--- src/rtl/btn_debounce.sv ---
// Push-button conditioner: two-flop synchronizer, per-button stability counter,
// debounced level, one-cycle press/release strobes and a press-driven toggle.
module btn_debounce #(
  parameter int N_BTN           = 3,
  parameter int DEBOUNCE_CYCLES = 16
) (
  input  logic             clk,
  input  logic             rst,
  input  logic [N_BTN-1:0] btn,
  output logic [N_BTN-1:0] btn_level,
  output logic [N_BTN-1:0] btn_press,
  output logic [N_BTN-1:0] btn_release,
  output logic [N_BTN-1:0] btn_toggle
);

  localparam int CW = (DEBOUNCE_CYCLES > 2) ? $clog2(DEBOUNCE_CYCLES) : 1;
  localparam logic [CW-1:0] CNT_MAX = CW'(DEBOUNCE_CYCLES - 1);

  logic [N_BTN-1:0] s1;
  logic [N_BTN-1:0] s2;
  logic [CW-1:0]    cnt [N_BTN];

  always_ff @(posedge clk) begin
    if (rst) begin
      s1          <= '0;
      s2          <= '0;
      btn_level   <= '0;
      btn_press   <= '0;
      btn_release <= '0;
      btn_toggle  <= '0;
      for (int i = 0; i < N_BTN; i++) begin
        cnt[i] <= '0;
      end
    end else begin
      s1          <= btn;
      s2          <= s1;
      btn_press   <= '0;
      btn_release <= '0;
      for (int i = 0; i < N_BTN; i++) begin
        // Any sample matching the accepted level restarts the stability window.
        if (s2[i] == btn_level[i]) begin
          cnt[i] <= '0;
        end else if (cnt[i] == CNT_MAX) begin
          cnt[i]       <= '0;
          btn_level[i] <= s2[i];
          if (s2[i]) begin
            btn_press[i]  <= 1'b1;
            btn_toggle[i] <= ~btn_toggle[i];
          end else begin
            btn_release[i] <= 1'b1;
          end
        end else begin
          cnt[i] <= cnt[i] + 1'b1;
        end
      end
    end
  end

endmodule

--- config.mk ---
export PLATFORM = sky130hd
export DESIGN_NAME = btn_debounce
export DESIGN_NICKNAME = d
export VERILOG_FILES = /design/src/rtl/btn_debounce.sv
export SDC_FILE = /design/constraint.sdc
export NUM_CORES = 1
export LEC_CHECK = 0
export BUFFER_PORTS_ARGS = -buffer_cell sky130_fd_sc_hd__buf_2
export CORE_MARGIN = 8
export CORE_UTILIZATION = 60
export CTS_BUF_LIST = sky130_fd_sc_hd__clkbuf_8
export CTS_CLUSTER_DIAMETER = 50
export DETAILED_ROUTE_END_ITERATION = 8
export HOLD_SLACK_MARGIN = 0.1
export PLACE_DENSITY = 0.83
export SYNTH_ARGS = -nofsm -noshare
export SYNTH_HDL_FRONTEND = slang
export SYNTH_SLANG_ARGS = --single-unit
--- constraint.sdc ---
create_clock -name clk -period 1.9 [get_ports clk]
set_input_delay 0.285 -clock clk [delete_from_list [all_inputs] [get_ports clk]]
set_output_delay 0.285 -clock clk [all_outputs]
set_load 0.1 [all_outputs]
======== Word-level counts from Yosys, hierarchy flattened ========
Memories as Yosys holds them, arrays and structs flattened.
Index checks and enable logic that the tools add are counted.
word-level totals
  bits in registers ....................... 18
  bits in latches ......................... 0
  RAM bits ................................ 12
  bits in read-only memories .............. 0
  input bits .............................. 5
  output and inout port bits .............. 12
  logic and storage cells ................. 101
  memories ................................ 1
memories
  name  depth  bits a word  read ports  clocked after memory_dff  write ports  RTL line  source
  cnt   3      4            3           0                         3            21        logic [CW-1:0] cnt [N_BTN];
cells by class
  add/sub/neg operators ................... 3
  multiply operators ...................... 0
  divide/modulo/power cells ............... 0
  magnitude comparators ................... 0
  eq/ne operators ......................... 6
  shift-type cells ........................ 0
  muxes and demuxes ....................... 50
  bitwise gates (word level) .............. 18
  reduce and logical (&&, ||, !) cells .... 9
operators by type and width
  kind                                                            number
  1-bit two-way mux                                               41
  4-bit two-way mux                                               9
  4-bit by 1-bit adder with 4-bit output (second input constant)  3
  4-bit == test (second input constant)                           3
  1-bit NOT                                                       9
  1-bit OR                                                        9
  3-bit AND reduction                                             3
  3-bit OR reduction                                              3
  2-bit AND reduction                                             3
  1-bit == test                                                   3

======== Logic depth before layout (Yosys ltp) ========
Gate-level depths: netlist (run 1).
  depth in word-level cells ............... 7
  mapped depth ............................ 5
  gate-level depth less buffers ........... 5

======== Worst setup path before layout (run 1) ========
OpenSTA, ideal clock, no wires.
  kind .................................... reg-to-reg
  start point ............................. reg btn_level[1]
  end point ............................... mem cnt[1][1] in the netlist's numbering (data pin)
  library setup time ...................... 0.255 ns
  arrival time ............................ 1.677 ns
  required time ........................... 1.645 ns
  path slack .............................. -0.032 ns
  stages on the path, launching flop included .. 5
  buffers on the path ..................... 0
  period minus slack after synthesis ...... 1.932 ns
  path through ............................ dfxtp_1 > inv_1 > ha_1 > nor2_1 > and3_1
RTL lines
  element                            RTL line  source
  from (decl)                        10        output logic [N_BTN-1:0] btn_level,
  from (signal, indexed assignment)  45        btn_level[i] <= s2[i];
  to (decl)                          21

======== Worst setup path in the final report (run 1) ========
  start point ............................. reg btn_toggle[2]
  end point ............................... out btn_toggle[2]
RTL lines
  element                            RTL line  source
  from (decl)                        13        output logic [N_BTN-1:0] btn_toggle
  from (signal, indexed assignment)  48        btn_toggle[i] <= ~btn_toggle[i];
No word-level cell between the ends.

==> results of run 1 <==
[layout by cell type (no fill, tap or decap)]
master     n
and3_1     2
and3_2     1
buf_2     16
clkbuf_8   6
conb_1    12
dfxtp_1   15
dfxtp_2    3
edfxtp_1  12
ha_1       6
inv_1      5
nand2_1    3
nand2b_1   3
nand3_1    3
nand3_2    3
nand4_1    3
nor2_1    14
nor2b_1    7
nor3_1     3
nor4_1     3
nor4b_2    1
nor4b_4    2
o21ai_0    1
o21bai_1   2
xnor2_1    3
xor2_1     6
[cells in the mapped netlist (all sizes together)]
cell    number
xor2         6
dfxtp       18
buf          2
nor2b        7
nor4         3
xnor2        3
and3         3
nand4        3
o21ai        1
inv          3
nand2        3
nor4b        3
nor2        14
nand3        6
o21bai       2
nor3         3
edfxtp      12
ha           6
conb         1
nand2b       3
[final cells by class]
type,instances,area [um^2]
Clock inverter,2,7.51
Multi-Input combinational cell,78,526
Inverter,3,11.3
Tap cell,27,33.8
Fill cell,154,477
Timing Repair Buffer,16,80.1
Clock buffer,6,82.6
Sequential cell,30,724
[sequential cells by signal, indices dropped and copies added (netlist names)]
signal,flops
cnt,12
btn_toggle,3
btn_press,3
s2,3
s1,3
btn_level,3
btn_release,3
[power by group through the flow]
stage / sequential (W) / clock [W] / combinational (W)
global route: 0.000703 / 0.000542 / 0.0000567
CTS: 0.000701 / 0.000515 / 0.0000500
global placement: 0.000713 / 0 / 0.0000478
detailed placement: 0.000715 / 0 / 0.0000493
finish: 0.000701 / 0.000493 / 0.0000504
floorplan: 0.000712 / 0 / 0.0000383
[path summary, 6_finish.rpt]
check,from,end,slack [ns],depth (start not counted)
worst min register to register,s1[0],s2[0],0.44,1
worst max register to register,cnt[2][0],cnt[2][1],0.62,3
worst min-delay path,btn[2],s1[2],0.22,2
worst max-delay path,btn_toggle[2],btn_toggle[2],0.55,1
[per-stage QoR]
stage               std cells  area [um^2]  total power (W)  utilization [%]
finish                    162         1470          0.00124             75.5
global route              162         1470          0.00130             75.5
CTS                       162         1470          0.00127             75.5
detailed placement        154         1380         0.000764             70.8
global placement          154         1380         0.000761             70.8
floorplan                 113         1280         0.000750                -
[cell families (layout without fill, tap and decap cells)]
family | Yosys count | in the layout | share of synthesized area (%)
AO/OA/AOI/OAI | 3 | 3 | 1.62
adder cells (fa/ha/maj) | 6 | 6 | 6.09
XOR/XNOR | 9 | 9 | 6.40
buffers and inverters | 5 | 27 | 2.23
other | 1 | 12 | 0.304
AND/OR/NAND/NOR | 48 | 48 | 24.9
flip-flops | 30 | 30 | 58.5
[routing by layer]
| layer | vias to the layer above | part of all wire (%) |
|---|---|---|
| li1 | 404 | - |
| met5 | - | 0 |
| met4 | 0 | 2.2 |
| met2 | 18 | 50 |
| met3 | 5 | 7.2 |
| met1 | 362 | 41 |
==> results.sh, run 1 <==
export IMPL_clkTransAtPathRegs_ns=0.06
export IMPL_fp_coreArea_um2=1940
export IMPL_critPathTopFamily="buffers and inverters"
export IMPL_yosys_warnings=0
export IMPL_hold_viol=0
export IMPL_crit_required_ns=1.62
export IMPL_drt_initial_drc_count=10
export IMPL_synth_area_leader_cell="dfxtp_1"
export IMPL_period_share_pct=70.8
export IMPL_post_route_drc_count=0
export IMPL_power_frac_seq_pct=56.3
export IMPL_cts_tree="built"
export IMPL_via_per_inst=4.87
export IMPL_ant_nets=0
export IMPL_layout_min_cycle_time_ns=1.35
export IMPL_setup_tns_ns=0
export IMPL_cts_resized_gates=0
export IMPL_cts_root_buf="clkbuf_8"
export IMPL_cp_slowest_stage_delay_ns=0.43
export IMPL_row_count=16
export IMPL_power_switching_w=0.000254
export IMPL_crit_fanout=2
export IMPL_antenna_found_initial=0
export IMPL_clock_path_buffers=2
export IMPL_io_pins=17
export IMPL_htreeDepth=2
export IMPL_n_antenna_cell=0
export IMPL_met2_usage_pct=21.9
export IMPL_setup_slack_ns=0.554
export IMPL_p_clk_share_pct=39.6
export IMPL_cp_arrival_ns=1.06
export IMPL_cts_buffers=5
export IMPL_netlist_area_um2=1230
export IMPL_final_nets=145
export IMPL_first_pass_iters=4
export IMPL_slowest_stage="buf_2"
export IMPL_worstSetupPathType="flip-flop to output port"
export IMPL_dp_slack_ns=0.630
export IMPL_syn_inst=102
export IMPL_grt_overflow_total=0
export IMPL_sw_frac_of_total_pct=20.4
export IMPL_areaGrowthSynthToFinish_pct=18.9
export IMPL_combinationalPowerShare_pct=4.1
export IMPL_gr_usage_all_layers_pct=12.6
export IMPL_die_h_um=61.3
export IMPL_hp_class="input port to flip-flop"
export IMPL_slew_violations=0
export IMPL_syn_area_per_cell_um2=12.1
export IMPL_fin_skew_ns=0.00436
export IMPL_hold_buffers=0
export IMPL_gp_congestion=0.774
export IMPL_fp_dieW_um=61.3
export IMPL_yosys_top_cells_area="dfxtp_1 (29%), edfxtp_1 (29%), ha_1 (6.1%)"
export IMPL_rsz0062_at_grt="false"
export IMPL_grt_met3_usage_pct=5.85
export IMPL_p_leak_nw=0.617
export IMPL_grt_pass1_wl_mm=3.33
export IMPL_peakVddDrop_mv=0.722
export IMPL_wirelength_mm=2.00
export IMPL_die_area_um2=3760
export IMPL_setup_violations=0
export IMPL_wl_per_cell_um=12.3
export IMPL_status="completed"
export IMPL_grt_start_max_net_pins=25
export IMPL_via_count=789
export IMPL_drive_above_1_share_pct=23.7
export IMPL_clock_latency_ns=0.28
export IMPL_yosysTopAreaCellShare_pct=29.2
export IMPL_path_cells="buf_2"
export IMPL_ys_ff_latch=30
export IMPL_cts_sink_count=30
export IMPL_cap_viol_max_count=0
export IMPL_path_buf_inv=1
export IMPL_io_buffers=16
export IMPL_hold_ws_ns=0.220
export IMPL_start_util_pct=63.5
export IMPL_power_density_nw_per_um2=850
export IMPL_dp_hpwl_mm=1.53
export IMPL_p_int_w=0.000991
export IMPL_use_met1_pct=11.6
export IMPL_busiest_layer="met2"
export IMPL_fmax_mhz=743
export IMPL_end_kind="output port"
export IMPL_synth_distinct_cells=24
export IMPL_grt_pass1_vias=830
export IMPL_synth_seq_area_share_pct=58.5
export IMPL_crit_path_start_kind="flip-flop"
export IMPL_postCtsSetupRepairBufs=0
(Power assumes the default switching activity.)
==> run 2, diff against run 1 <==
- CORE_UTILIZATION: 60 -> 52
- PLACE_DENSITY: 0.83 -> 0.76
- clock period: 1.9 -> 1.2 ns (I/O delays scaled with it)
==> run 2 against run 1 <==
  * Largest cell class unchanged
  * Wire length up 18%
  * Global-route usage down 0.78 points
  * Sequential power up 58%
  * Core utilization up 6.2 points
  * Die area up 11%
==> results.sh, run 2 (synthesis results as in run 1) <==
export IMPL_grt_pass1_wl_mm=3.75
export IMPL_dp_slack_ns=-0.0752
export IMPL_end_kind="flip-flop"
export IMPL_clkTransAtPathRegs_ns=0.06
export IMPL_cts_sink_count=30
export IMPL_crit_fanout=4
export IMPL_worstSetupPathType="flip-flop to flip-flop"
export IMPL_hold_buffers=0
export IMPL_cts_root_buf="clkbuf_8"
export IMPL_hp_class="input port to flip-flop"
export IMPL_wirelength_mm=2.36
export IMPL_via_count=822
export IMPL_first_pass_iters=4
export IMPL_via_per_inst=4.86
export IMPL_crit_required_ns=1.40
export IMPL_worst_slew_pin_slew_ns=0.547
export IMPL_gp_congestion=0.801
export IMPL_die_h_um=64.7
export IMPL_drt_initial_drc_count=10
export IMPL_dp_hpwl_mm=1.58
export IMPL_areaGrowthSynthToFinish_pct=47.9
export IMPL_drive_above_1_share_pct=39.0
export IMPL_fp_dieW_um=64.7
export IMPL_fmax_mhz=836
export IMPL_maxSlewHeadroom_pct=63.5
export IMPL_slew_violations=0
export IMPL_final_nets=151
export IMPL_peakVddDrop_mv=1.36
export IMPL_fp_coreArea_um2=2230
export IMPL_clock_path_buffers=2
export IMPL_dp_cells=157
export IMPL_cts_buffers=5
export IMPL_start_util_pct=55.2
export IMPL_largest_reg_flops=12
export IMPL_fin_cells=169
export IMPL_power_density_nw_per_um2=1110
export IMPL_grt_pass1_vias=878
export IMPL_setup_violations=0
export IMPL_grt_start_max_net_pins=25
export IMPL_row_count=17
export IMPL_status="completed"
export IMPL_cp_arrival_ns=1.40
export IMPL_clock_latency_ns=0.28
export IMPL_layout_min_cycle_time_ns=1.20
export IMPL_nFillCells=127
export IMPL_most_common_layout_cells="edfxtp_1 (12), conb_1 (12), buf_12 (12)"
export IMPL_htreeDepth=2
export IMPL_cap_viol_max_count=0
export IMPL_period_share_pct=99.6
export IMPL_hold_viol=0
export IMPL_ant_nets=0
export IMPL_gr_usage_all_layers_pct=11.8
export IMPL_rsz0062_at_grt="true"
export IMPL_post_route_drc_count=0
export IMPL_cts_tree="built"
export IMPL_die_area_um2=4180
export IMPL_top_register="cnt"
export IMPL_p_leak_nw=0.687
export IMPL_grt_overflow_total=0
export IMPL_setup_slack_ns=0.00430
export IMPL_n_antenna_cell=0
export IMPL_io_buffers=16
export IMPL_hold_ws_ns=0.120
export IMPL_fin_skew_ns=0.00638
export IMPL_io_pins=17
export IMPL_crit_path_start_kind="flip-flop"
export IMPL_wl_per_cell_um=13.9
export IMPL_antenna_found_initial=0
[run 2: changes by cell type in the layout (fill, tap and decap cells not counted), moves of 3 or more]
cell / before / now
dfxtp_4: 0 / 3
nor2_1: 14 / 11
inv_1: 5 / 1
ha_1: 6 / 0
buf_2: 16 / 4
dfxtp_1: 15 / 11
nand3_4: 0 / 3
inv_2: 0 / 3
ha_4: 0 / 6
nand3_2: 3 / 0
buf_12: 0 / 12
buf_4: 0 / 6
nor2_2: 0 / 3
[run 2: stage by stage]
stage / util, % / cell area [um^2] / setup TNS (ns) / power, W
finish: 81.6 / 1820 / 0 / 0.00203
global route: 81.6 / 1820 / -0.246 / 0.00211
CTS: 78.5 / 1750 / 0 / 0.00203
detailed placement: 73.1 / 1630 / -0.0962 / 0.00122
global placement: 73.1 / 1630 / -0.00487 / 0.00122
floorplan: - / 1340 / -1.09 / 0.00119
[run 2: critical path: stages, from the launching register on]
cell	delay, ns
edfxtp_1	0.43
ha_4	0.19
nand3_4	0.11
nor4b_4	0.25
o21bai_1	0.14
[run 2: report_power, final]
group	leakage (nW)	switching, W	total, W	internal (W)
Combinational	0.360	0.0000567	0.000111	0.0000539
Sequential	0.274	0.0000314	0.00111	0.00108
Clock	0.0524	0.000349	0.000802	0.000453
[run 2: final timing paths]
kind	startpoint	end	slack (ns)	cells after the start
setup / recovery	cnt[0][0]	btn_level[0]	0.004	4
hold / removal	btn[1]	s1[1]	0.12	2
hold reg to reg	s1[1]	s2[1]	0.43	1
setup reg to reg	cnt[0][0]	btn_level[0]	0.004	4
[run 2: area by class of cell]
type | instances | area (um^2) | share of cell area (%)
clock inverter | 2 | 8.76 | 0.480
inverter | 3 | 11.3 | 0.618
multi-input combinational | 78 | 643 | 35.3
clock buffer | 6 | 82.6 | 4.53
tap | 28 | 35.0 | 1.92
timing repair buffer | 22 | 305 | 16.7
sequential | 30 | 737 | 40.4
[run 2: routing by layer]
| layer | part of all wire [%] | track usage [%] | routed length [um] | vias up |
|---|---|---|---|---|
| met3 | 4.8 | 5.50 | 114 | 5 |
| li1 | - | - | - | 421 |
| met2 | 50 | 17.8 | 1180 | 17 |
| met4 | 2.5 | 9.81 | 59 | 0 |
| met5 | 0 | 0 | 0 | - |
| met1 | 42 | 12.4 | 999 | 379 |
[run 2: timing repair]
item / in CTS / in global routing
endpoints found under the setup margin: 3 / 10
hold endpoints to repair: 0 / 0
pin swaps: 0 / 3
buffers inserted: 0 / 4
resized for setup: 5 / 6
==> run 3, diff against run 2 <==
- BUFFER_PORTS_ARGS: -buffer_cell sky130_fd_sc_hd__buf_2 -> -buffer_cell sky130_fd_sc_hd__clkbuf_2
==> run 3 against run 2 <==
  * The flow now finishes with violations (negative setup slack)
  * Non-clock buffer count grew 2
  * Count of clock-buffer cells in the layout is the same
  * Hold slack lost 0.0058 ns
  * Core utilization grew 0.95 points
  * Critical path type unchanged
  * Highest routed layer unchanged
==> results.sh, run 3 (synthesis results as in run 1) <==
export IMPL_die_area_um2=4180
export IMPL_failed_checks="negative setup slack"
export IMPL_startpoint="cnt[0][1]"
export IMPL_dp_slack_ns=-0.0908
export IMPL_cts_sink_count=30
export IMPL_r2r_setup_slack_ns=-0.03
export IMPL_dp_hpwl_mm=1.65
export IMPL_peakVddDrop_mv=1.46
export IMPL_critPathTopFamily="flip-flops"
export IMPL_largest_reg_flops=12
export IMPL_gr_usage_all_layers_pct=12.3
export IMPL_period_share_pct=103
export IMPL_slowest_stage="edfxtp_1"
export IMPL_via_count=865
export IMPL_slew_violations=0
export IMPL_end_kind="flip-flop"
export IMPL_clock_path_buffers=2
export IMPL_start_util_pct=55.2
export IMPL_first_pass_iters=4
export IMPL_cp_arrival_ns=1.43
export IMPL_finalPower_w=0.00207
export IMPL_rr_worst_depth=4
export IMPL_worstSetupPathType="flip-flop to flip-flop"
export IMPL_setup_violations=2
export IMPL_areaGrowthSynthToFinish_pct=49.6
export IMPL_final_nets=153
export IMPL_htreeDepth=2
export IMPL_rr_endpoint="btn_level[0]"
export IMPL_post_route_drc_count=0
export IMPL_cp_depth=4
export IMPL_grt_overflow_total=0
export IMPL_crit_fanout=5
export IMPL_most_common_layout_cells="buf_12 (13), edfxtp_1 (12), conb_1 (12)"
export IMPL_nFillCells=118
export IMPL_status="complete, but fails checks"
export IMPL_fin_skew_ns=0.00512
export IMPL_cp_slowest_stage_delay_ns=0.41
export IMPL_hold_viol=0
export IMPL_dp_cells=159
export IMPL_layout_min_cycle_time_ns=1.23
export IMPL_io_pins=17
export IMPL_hold_buffers=0
export IMPL_power_density_nw_per_um2=1120
export IMPL_path_cells="ha_4 -> nand3_4 -> nor4b_4 -> o21bai_1"
export IMPL_drt_initial_drc_count=19
export IMPL_fin_cells=171
export IMPL_mostFrequentLayoutCell="buf_12"
export IMPL_crit_required_ns=1.40
export IMPL_fmax_mhz=811
export IMPL_setup_tns_ns=-0.0442
export IMPL_fp_coreArea_um2=2230
export IMPL_drive_above_1_share_pct=41.3
export IMPL_cts_buffers=5
export IMPL_wl_per_cell_um=14.3
export IMPL_hp_class="input port to flip-flop"
export IMPL_fp_dieW_um=64.7
export IMPL_die_h_um=64.7
export IMPL_gp_congestion=0.756
export IMPL_row_count=17
export IMPL_grt_pass1_wl_mm=4.00
export IMPL_cap_viol_max_count=0
export IMPL_p_leak_nw=0.701
export IMPL_wirelength_mm=2.44
export IMPL_path_buf_inv=0
export IMPL_multi_input_area_um2=633
export IMPL_n_antenna_cell=0
export IMPL_via_per_inst=5.06
export IMPL_ant_nets=0
export IMPL_setup_slack_ns=-0.0334
export IMPL_cts_tree="built"
export IMPL_clkTransAtPathRegs_ns=0.06
export IMPL_top_register="cnt"
export IMPL_grt_start_max_net_pins=25
export IMPL_clock_latency_ns=0.28
export IMPL_seqCellArea_um2=738
export IMPL_cts_root_buf="clkbuf_8"
export IMPL_r2r_start="cnt[0][1]"
export IMPL_crit_end="btn_level[0]"
export IMPL_crit_path_start_kind="flip-flop"
export IMPL_grt_pass1_vias=938
export IMPL_antenna_found_initial=0
export IMPL_io_buffers=16
export IMPL_rsz0062_at_grt="true"
==> run 3: changes by cell type in the layout (fill, tap and decap cells not counted), sizes merged <==
| cell | change |
|---|---|
| buf | -2 |
| clkbuf | +4 |
==> run 3: worst reg2reg max path: stages, from the launching register on <==
cell,delay [ns]
edfxtp_1,0.41
ha_4,0.19
nand3_4,0.11
nor4b_4,0.28
o21bai_1,0.16
==> run 3: final cells by class <==
class	instances	area share, %
Clock buffer	6	4.48
Multi-Input combinational cell	78	34.3
Clock inverter	2	0.611
Sequential cell	30	40.0
Tap cell	28	1.90
Inverter	3	0.611
Timing Repair Buffer	24	18.0
==> run 3: layer usage <==
layer  global-route usage [%]  wire length [um]  up-vias  part of all wire (%)
met4                     5.72                36        0                   1.5
met3                     6.70               144        6                   5.9
li1                         -                 -      420                     -
met1                     12.2               991      411                    41
met5                        0                 0        -                     0
met2                     20.7              1270       28                    52
==> run 3: power by group <==
group | switching [W] | total, W | internal (W)
sequential | 0.0000303 | 0.00111 | 0.00108
clock | 0.000376 | 0.000838 | 0.000461
combinational | 0.0000580 | 0.000116 | 0.0000579
==> run 3: worst min path at each step <==
stage | from | to | cells after the start
floorplan | rst | btn_press[1] | 1
global placement | btn[0] | s1[0] | 2
detailed placement | btn[0] | s1[0] | 2
CTS | btn[0] | s1[0] | 2
global route | btn[2] | s1[2] | 2
finish | btn[0] | s1[0] | 2
==> run 3: what timing repair did <==
item                       in CTS  in global routing
pin swaps                       2                  2
setup buffers                   3                  1
resized for setup               6                  5
setup endpoints to repair       4                  9
==> run 3: metrics by stage <==
step | instance area (um^2) | util [%] | hold slack [ns]
floorplan | 1340 | - | 0.254
global placement | 1660 | 74.3 | 0.397
detailed placement | 1660 | 74.3 | 0.401
CTS | 1810 | 81.0 | 0.109
global route | 1840 | 82.6 | 0.111
finish | 1840 | 82.6 | 0.115
